==> src/rtl/term_ctrl.sv <==
// Character-terminal controller: turns a byte stream into VRAM writes, cursor moves,
// and built-in scroll, clear and erase sequences on a single-port character VRAM.
module term_ctrl #(
    parameter int unsigned COLS  = 60,
    parameter int unsigned ROWS  = 17,
    parameter int unsigned COL_W = 6,
    parameter int unsigned ROW_W = 5,
    parameter int unsigned TAB   = 8,
    parameter logic [7:0]  BLANK = 8'h20
) (
    input  logic                   i_clk,
    input  logic                   i_rst,
    input  logic                   i_ectlchrs,
    input  logic                   i_autowrap,
    input  logic [7:0]             i_char,
    input  logic                   i_valid,
    output logic                   o_ready,
    output logic [ROW_W-1:0]       o_cur_row,
    output logic [COL_W-1:0]       o_cur_col,
    output logic [ROW_W+COL_W-1:0] o_vram_addr,
    output logic [7:0]             o_vram_din,
    input  logic [7:0]             i_vram_dout,
    output logic                   o_vram_clk,
    output logic                   o_vram_ce,
    output logic                   o_vram_wre
);

    localparam logic [COL_W-1:0] LAST_COL = COL_W'(COLS - 1);
    localparam logic [ROW_W-1:0] LAST_ROW = ROW_W'(ROWS - 1);
    localparam logic [ROW_W-1:0] PEN_ROW  = ROW_W'(ROWS - 2);
    localparam logic [COL_W:0]   TAB_MASK = (COL_W + 1)'(TAB - 1);

    typedef enum logic [2:0] {
        IDLE, DECODE, WRITE, SCROLL_RD, SCROLL_WR, FILL, WAIT_ROW, WAIT_COL
    } state_t;

    state_t           state;
    logic [7:0]       ch;
    logic [ROW_W-1:0] cur_row;
    logic [COL_W-1:0] cur_col;
    logic             ready;
    logic             ce;
    logic             wre;
    logic [ROW_W-1:0] addr_row;
    logic [COL_W-1:0] addr_col;
    logic [7:0]       din_q;
    logic [ROW_W-1:0] sc_row;
    logic [ROW_W-1:0] fill_end;

    logic             is_ctl;
    logic [7:0]       pos;
    logic [ROW_W-1:0] row_from_char;
    logic [COL_W-1:0] col_from_char;
    logic [COL_W:0]   tab_sum;
    logic [COL_W-1:0] tab_col;

    always_comb begin
        unique case (ch)
            8'h00, 8'h07, 8'h08, 8'h7F, 8'h09, 8'h0A, 8'h0B,
            8'h0C, 8'h0D, 8'h18, 8'h14: is_ctl = 1'b1;
            default:                    is_ctl = 1'b0;
        endcase
    end

    // Position bytes are offset by 0x20; values below 0x20 wrap high and saturate.
    always_comb begin
        pos = i_char - 8'h20;
        row_from_char = ({24'd0, pos} > (ROWS - 1)) ? LAST_ROW : ROW_W'(pos);
        col_from_char = ({24'd0, pos} > (COLS - 1)) ? LAST_COL : COL_W'(pos);
        tab_sum = ({1'b0, cur_col} | TAB_MASK) + (COL_W + 1)'(1);
        tab_col = (tab_sum > {1'b0, LAST_COL}) ? LAST_COL : tab_sum[COL_W-1:0];
    end

    always_ff @(posedge i_clk) begin
        if (i_rst) begin
            state    <= IDLE;
            ch       <= 8'h00;
            cur_row  <= '0;
            cur_col  <= '0;
            ready    <= 1'b1;
            ce       <= 1'b0;
            wre      <= 1'b0;
            addr_row <= '0;
            addr_col <= '0;
            din_q    <= 8'h00;
            sc_row   <= '0;
            fill_end <= '0;
        end else begin
            unique case (state)
                IDLE: begin
                    if (i_valid) begin
                        ch    <= i_char;
                        state <= DECODE;
                        ready <= 1'b0;
                    end
                end
                DECODE: begin
                    if (i_ectlchrs && is_ctl) begin
                        state <= IDLE;
                        ready <= 1'b1;
                        case (ch)
                            8'h08, 8'h7F: if (cur_col != '0) cur_col <= cur_col - COL_W'(1);
                            8'h09: cur_col <= tab_col;
                            8'h0A: begin
                                if (cur_row == LAST_ROW) begin
                                    state    <= SCROLL_RD;
                                    ready    <= 1'b0;
                                    ce       <= 1'b1;
                                    wre      <= 1'b0;
                                    addr_row <= ROW_W'(1);
                                    addr_col <= '0;
                                    sc_row   <= '0;
                                end else begin
                                    cur_row <= cur_row + ROW_W'(1);
                                end
                            end
                            8'h0B: if (cur_row != '0) cur_row <= cur_row - ROW_W'(1);
                            8'h0C: begin
                                cur_row  <= '0;
                                cur_col  <= '0;
                                state    <= FILL;
                                ready    <= 1'b0;
                                ce       <= 1'b1;
                                wre      <= 1'b1;
                                din_q    <= BLANK;
                                addr_row <= '0;
                                addr_col <= '0;
                                fill_end <= LAST_ROW;
                            end
                            8'h0D: cur_col <= '0;
                            8'h18: begin
                                state    <= FILL;
                                ready    <= 1'b0;
                                ce       <= 1'b1;
                                wre      <= 1'b1;
                                din_q    <= BLANK;
                                addr_row <= cur_row;
                                addr_col <= cur_col;
                                fill_end <= cur_row;
                            end
                            8'h14: state <= WAIT_ROW;
                            default: ;
                        endcase
                    end else begin
                        state    <= WRITE;
                        ce       <= 1'b1;
                        wre      <= 1'b1;
                        addr_row <= cur_row;
                        addr_col <= cur_col;
                        din_q    <= ch;
                    end
                end
                WRITE: begin
                    ce    <= 1'b0;
                    wre   <= 1'b0;
                    state <= IDLE;
                    ready <= 1'b1;
                    if (cur_col != LAST_COL) begin
                        cur_col <= cur_col + COL_W'(1);
                    end else if (i_autowrap) begin
                        cur_col <= '0;
                        if (cur_row != LAST_ROW) begin
                            cur_row <= cur_row + ROW_W'(1);
                        end else begin
                            state    <= SCROLL_RD;
                            ready    <= 1'b0;
                            ce       <= 1'b1;
                            addr_row <= ROW_W'(1);
                            addr_col <= '0;
                            sc_row   <= '0;
                        end
                    end
                end
                SCROLL_RD: begin
                    state    <= SCROLL_WR;
                    wre      <= 1'b1;
                    addr_row <= sc_row;
                end
                SCROLL_WR: begin
                    wre <= 1'b0;
                    if (addr_col != LAST_COL) begin
                        state    <= SCROLL_RD;
                        addr_row <= sc_row + ROW_W'(1);
                        addr_col <= addr_col + COL_W'(1);
                    end else if (sc_row != PEN_ROW) begin
                        state    <= SCROLL_RD;
                        sc_row   <= sc_row + ROW_W'(1);
                        addr_row <= sc_row + ROW_W'(2);
                        addr_col <= '0;
                    end else begin
                        // Last row copied; blank the bottom row.
                        state    <= FILL;
                        wre      <= 1'b1;
                        din_q    <= BLANK;
                        addr_row <= LAST_ROW;
                        addr_col <= '0;
                        fill_end <= LAST_ROW;
                    end
                end
                FILL: begin
                    if (addr_col != LAST_COL) begin
                        addr_col <= addr_col + COL_W'(1);
                    end else if (addr_row != fill_end) begin
                        addr_row <= addr_row + ROW_W'(1);
                        addr_col <= '0;
                    end else begin
                        state <= IDLE;
                        ready <= 1'b1;
                        ce    <= 1'b0;
                        wre   <= 1'b0;
                    end
                end
                WAIT_ROW: begin
                    if (i_valid) begin
                        cur_row <= row_from_char;
                        state   <= WAIT_COL;
                    end
                end
                WAIT_COL: begin
                    if (i_valid) begin
                        cur_col <= col_from_char;
                        state   <= IDLE;
                    end
                end
                default: state <= IDLE;
            endcase
        end
    end

    assign o_ready     = ready;
    assign o_cur_row   = cur_row;
    assign o_cur_col   = cur_col;
    assign o_vram_addr = {addr_row, addr_col};
    // Scroll writes forward the word read in the previous cycle straight through.
    assign o_vram_din  = (state == SCROLL_WR) ? i_vram_dout : din_q;
    assign o_vram_clk  = i_clk;
    assign o_vram_ce   = ce;
    assign o_vram_wre  = wre;

endmodule

==> config.mk <==
export PLATFORM = sky130hd
export DESIGN_NAME = term_ctrl
export DESIGN_NICKNAME = d
export VERILOG_FILES = /design/src/rtl/term_ctrl.sv
export SDC_FILE = /design/constraint.sdc
export NUM_CORES = 1
export LEC_CHECK = 0
export ABC_AREA = 1
export BUFFER_PORTS_ARGS = -buffer_cell sky130_fd_sc_hd__buf_2
export CAP_MARGIN = 20
export CORE_ASPECT_RATIO = 2
export CORE_UTILIZATION = 59
export DETAILED_ROUTE_END_ITERATION = 16
export GPL_TIMING_DRIVEN = 0
export PLACE_DENSITY = 0.81
export SLEW_MARGIN = 20
export SYNTH_ARGS = -nofsm -noshare
export SYNTH_HDL_FRONTEND = slang
export SYNTH_SLANG_ARGS = --single-unit
==> constraint.sdc <==
create_clock -name i_clk -period 2.5 [get_ports i_clk]
set_clock_uncertainty 0.05 [all_clocks]
set_input_delay 0.125 -clock i_clk [delete_from_list [all_inputs] [get_ports i_clk]]
set_output_delay 0.125 -clock i_clk [all_outputs]
set_load 0.005 [all_outputs]
== Yosys cells after proc, flatten, opt, wreduce, memory -nomap -nowiden ==
Cells that the tools add are included.

* Register bits: 54
* Input port bits: 21
* Logic and storage cells: 205

* $add $sub $neg: 10
* $lt $le $gt $ge: 3
* Eq/ne operators: 51
* Multiplexer cells: 100
* Reductions and logical operators: 29

{| class="wikitable"
|+ Operators with widths
! operator !! number
|-
| 5-bit 2-to-1 mux || 28
|-
| 6-bit 2-to-1 mux || 15
|-
| 5-bit case mux with 3 select lines || 4
|-
| 6-bit case mux with 3 select lines || 3
|-
| 8-bit by 4-bit equality test with 1-bit output, second input constant || 6
|-
| 8-bit 2-to-1 mux || 5
|-
| 2-bit != test, second input constant || 15
|-
| 5-bit case mux with 5 select lines || 1
|-
| 5-bit AND reduction || 5
|-
| 3-bit 2-to-1 mux || 8
|-
| 3-bit case mux with 8 select lines || 1
|-
| 6-bit case mux with 4 select lines || 1
|-
| 1-bit 2-to-1 mux || 20
|-
| 5-bit case mux with 2 select lines || 2
|-
| 3-bit != test, second input constant || 6
|-
| 9-bit AND reduction || 2
|-
| 8-bit by 5-bit equality test with 1-bit output, second input constant || 2
|-
| 8-bit case mux with 2 select lines || 1
|-
| 5-bit by 1-bit adder with 5-bit output, second input constant || 3
|-
| 6-bit by 1-bit adder with 6-bit output, second input constant || 2
|-
| 3-bit equality test, second input constant || 4
|-
| 6-bit != test, second input constant || 2
|-
| 3-bit nonzero test || 4
|-
| 11-bit OR reduction || 1
|-
| 42 further kinds || 52
|}

== Longest topological paths before layout ==
* Depth after elaboration: 6
* Gate-level depth with buffers: 15

==> metrics.md <==
| Metric | Value |
|---|---|
| Synth Flop Type | dfxtp_1 |
| Total area of sequential cells | 1080 µm² |
| Gate Count Post-Synth | approximately 740 |
| Initial antenna violation count | 0 |
| Worst setup SP type | flip-flop |
| Crit-path leading delay family | compound AO/OA/AOI/OAI gates |
| Starting Density | 60.9% |
| Post-place setup slack | about 0.07 ns |
| R2r setup slk | 0.16 ns |
| Post-synth top cells | 201 x nand2_1, 121 x nor2_1, 65 x inv_1 |
| R2r endpoint | state[2]$_SDFFE_PP0P_ |
| Rows | 44 |
| Worst Setup SP | addr_col[0]$_SDFFE_PP0P_ |
| Number of I/O port buffers | 53 |
| Vias in the first global route | 4967 |
| Fin crit share | 93.8% |
| Area growth syn-to-layout | 15.9% |
| Vias per inst | between 5 and 6 |
| Tightest Hold Check Type | input port to flip-flop |
| I/O pin count | 55 |
| Count leader, synth | nand2_1 |
| CP Cell Sequence | ha_1, nand3_1, nor3_2, inv_1, o21ai_0, nand2_1, nor2_1, o31ai_1, a21oi_1 |
| Routed vias | 5229 |
| Grt total ovfl | 0 |
| Critical Path End Type | flip-flop |
| Syn nets | 776 |
| DP HPWL | 11.3 mm |
| Area of the multi-input gates | 2930 µm² |
| Asr flop ratio synth | 0% |
| Leakage | 2.52 nW |
| WP data arrival | 2.62 ns |
| Status | complete, no violations |
| Die Footprint | between 7000 and 8000 µm² |
| Largest net degree at the start of global routing | 18 |
| Average routed wire per standard cell | 16.2 µm |
| Post-synthesis sequential area ratio | about 25% |
| Worst path bufs/invs | 1 |
| CTS tree | yes |
| Post-synth cell types | 41 |
| FF+latch count, synth | 54 |
| Initial DRC Count | 440 |
| Tot Pwr | just under 3 mW |
| Fill count | 705 |
| Worst-Margin Slew | 0.623 ns |
| RSZ-0062 raised after global routing | no |
| Max_cap viols | 0 |
| Min cycle time layout | 2.34 ns |
| Initial DRT Pass Iterations | 8 |
| Gr usage total | 38.0% |
| Critical Path Slowest Stage Cell | o21ai_0 |
| CP peak stage delay | 0.44 ns |
| Placed inst area | between 4000 and 5000 µm² |
| Nets@finish | 843 |
| Gpl congestion | about 1 |
| Syn Area/Cell | roughly 5.9 µm² |
| Diode count | 0 |
| Synth Cell Area | roughly 4400 µm² |
| Final worst slack | 0.156 ns |
| Crit path capture | state[2]$_SDFFE_PP0P_ |
| Worst-case reg-to-reg path depth | 9 |
| Fmax | 0.427 GHz |
| Post-Route WL | 14.6 mm |
| Clock transition at path regs | 0.08 ns |
| Fin. max-slew vios | 0 |
| Final ANT Viol Nets | 0 |
| Pwr Density | roughly 580 nW/µm² |
| Chip Width | around 63 µm |
| WP depth | 9 |
| Synth top area cells | dfxtp_1 25%, nand2_1 17%, nor2_1 10%, a21oi_1 5.8%, nand3_1 5.7% |
| Final hold vios | 0 |
| Syn. warnings | 0 |
| Post-synth top area share | approximately 25% |
| EDFF count, synth | 0 |
| Fin area | 5090 µm² |
| Fraction of layout instances using a drive strength above 1 | 16.7% |
| DRC | 0 |
| Critical Path RT | about 2.8 ns |
| CP Class | flip-flop to flip-flop |
| First-pass GRT wire length | roughly 23 mm |
| Fin util | between 70% and 80% |
| Core area | 7210 µm² |
| Max_slew headroom | 58.4% |
| RR Startpoint | addr_col[0]$_SDFFE_PP0P_ |
| Peak VDD IR | 0.792 mV |
| Leading area contributor after synthesis | dfxtp_1 |
| Worst skew pair latency | between 0.4 and 0.5 ns |
| Die H | 124 µm |
| Maximum fanout along the worst path | 6 |
| Setup Buffers After CTS | 0 |
| Setup TNS | 0 ns |
| Final setup fails | 0 |
## registers in the layout, summed over array words and instances, names as in the netlist
name and count:
o_cur_row 5, o_vram_ce 1, o_ready 1, state 3, o_cur_col 6, ch 8
o_vram_wre 1, din_q 8, addr_row 5, fill_end 5, addr_col 6, sc_row 5
## layout make-up
| class | count | share of cell area, % |
|---|---|---|
| inverter | 88 | 6.54 |
| sequential | 54 | 21.2 |
| multi-input combinational | 584 | 57.5 |
| buffer | 16 | 1.70 |
| tap | 92 | 2.26 |
| clock inverter | 2 | 0.762 |
| clock buffer | 10 | 4.30 |
| timing repair buffer | 55 | 5.70 |
## worst min path at each step
stage / to / cells past startpoint / slack [ns] / startpoint
2_1_floorplan: o_vram_clk / 1 / 0.16 / i_clk
3_3_place_gp: o_vram_clk / 2 / 0.24 / i_clk
3_5_place_dp: o_vram_clk / 2 / 0.24 / i_clk
4_1_cts: ch[0]$_SDFFE_PP0P_ / 3 / 0.05 / i_char[0]
5_1_grt: ch[1]$_SDFFE_PP0P_ / 3 / 0.06 / i_char[1]
6_report: ch[4]$_SDFFE_PP0P_ / 3 / 0.07 / i_char[4]
## worst min-delay path, delay by kind of cell
family	cells	cell delay (ns)
buf+inv	1	0.13
compound gates	2	0.24
## metal layers
| layer | GRT usage, % | vias to the layer above | share of wire (%) |
|---|---|---|---|
| met3 | 4.85 | 72 | 5.1 |
| met5 | 0 | - | 0 |
| li1 | - | 2538 | - |
| met1 | 36.6 | 2382 | 35 |
| met4 | 29.5 | 0 | 6.9 |
| met2 | 71.7 | 237 | 53 |
## placed cells by master (no fill, tap or decap), drive strengths merged, types with 17 or more instances in the layout
cell type	count
nand2	217
nor2	129
inv	89
buf	61
nand3	55
dfxtp	54
a21oi	52
o21ai	46
nor3	18
clkbuf	17
## report_power, final
part | internal (mW) | switching, mW | leakage [nW]
clock network | 0.738 | 0.377 | 0.133
logic | 0.298 | 0.513 | 1.95
registers | 0.943 | 0.0975 | 0.443
## kinds of logic after synthesis
group | after synthesis | share of synthesized area (%)
adders and majority gates | 14 | 3.99
buffers and inverters | 104 | 9.45
DFF | 54 | 24.6
xor gates and xnor gates | 20 | 3.99
AOI/OAI and AO/OA | 117 | 14.8
and+or+nand+nor | 432 | 43.2
## what timing repair did
action,in CTS,in global routing
hold endpoints to repair,3,0
hold buffers,3,0
gates resized for setup,0,9
setup endpoints to repair,0,20
## metrics by stage
| stage | hold WS (ns) | std cells |
|---|---|---|
| after detailed placement | 0.238 | 886 |
| after CTS | 0.0517 | 900 |
| final | 0.0666 | 901 |
| after global routing | 0.0643 | 901 |
| after global placement | 0.238 | 886 |
| after floorplan | 0.156 | 741 |
Power figures use the tool's default switching activity.
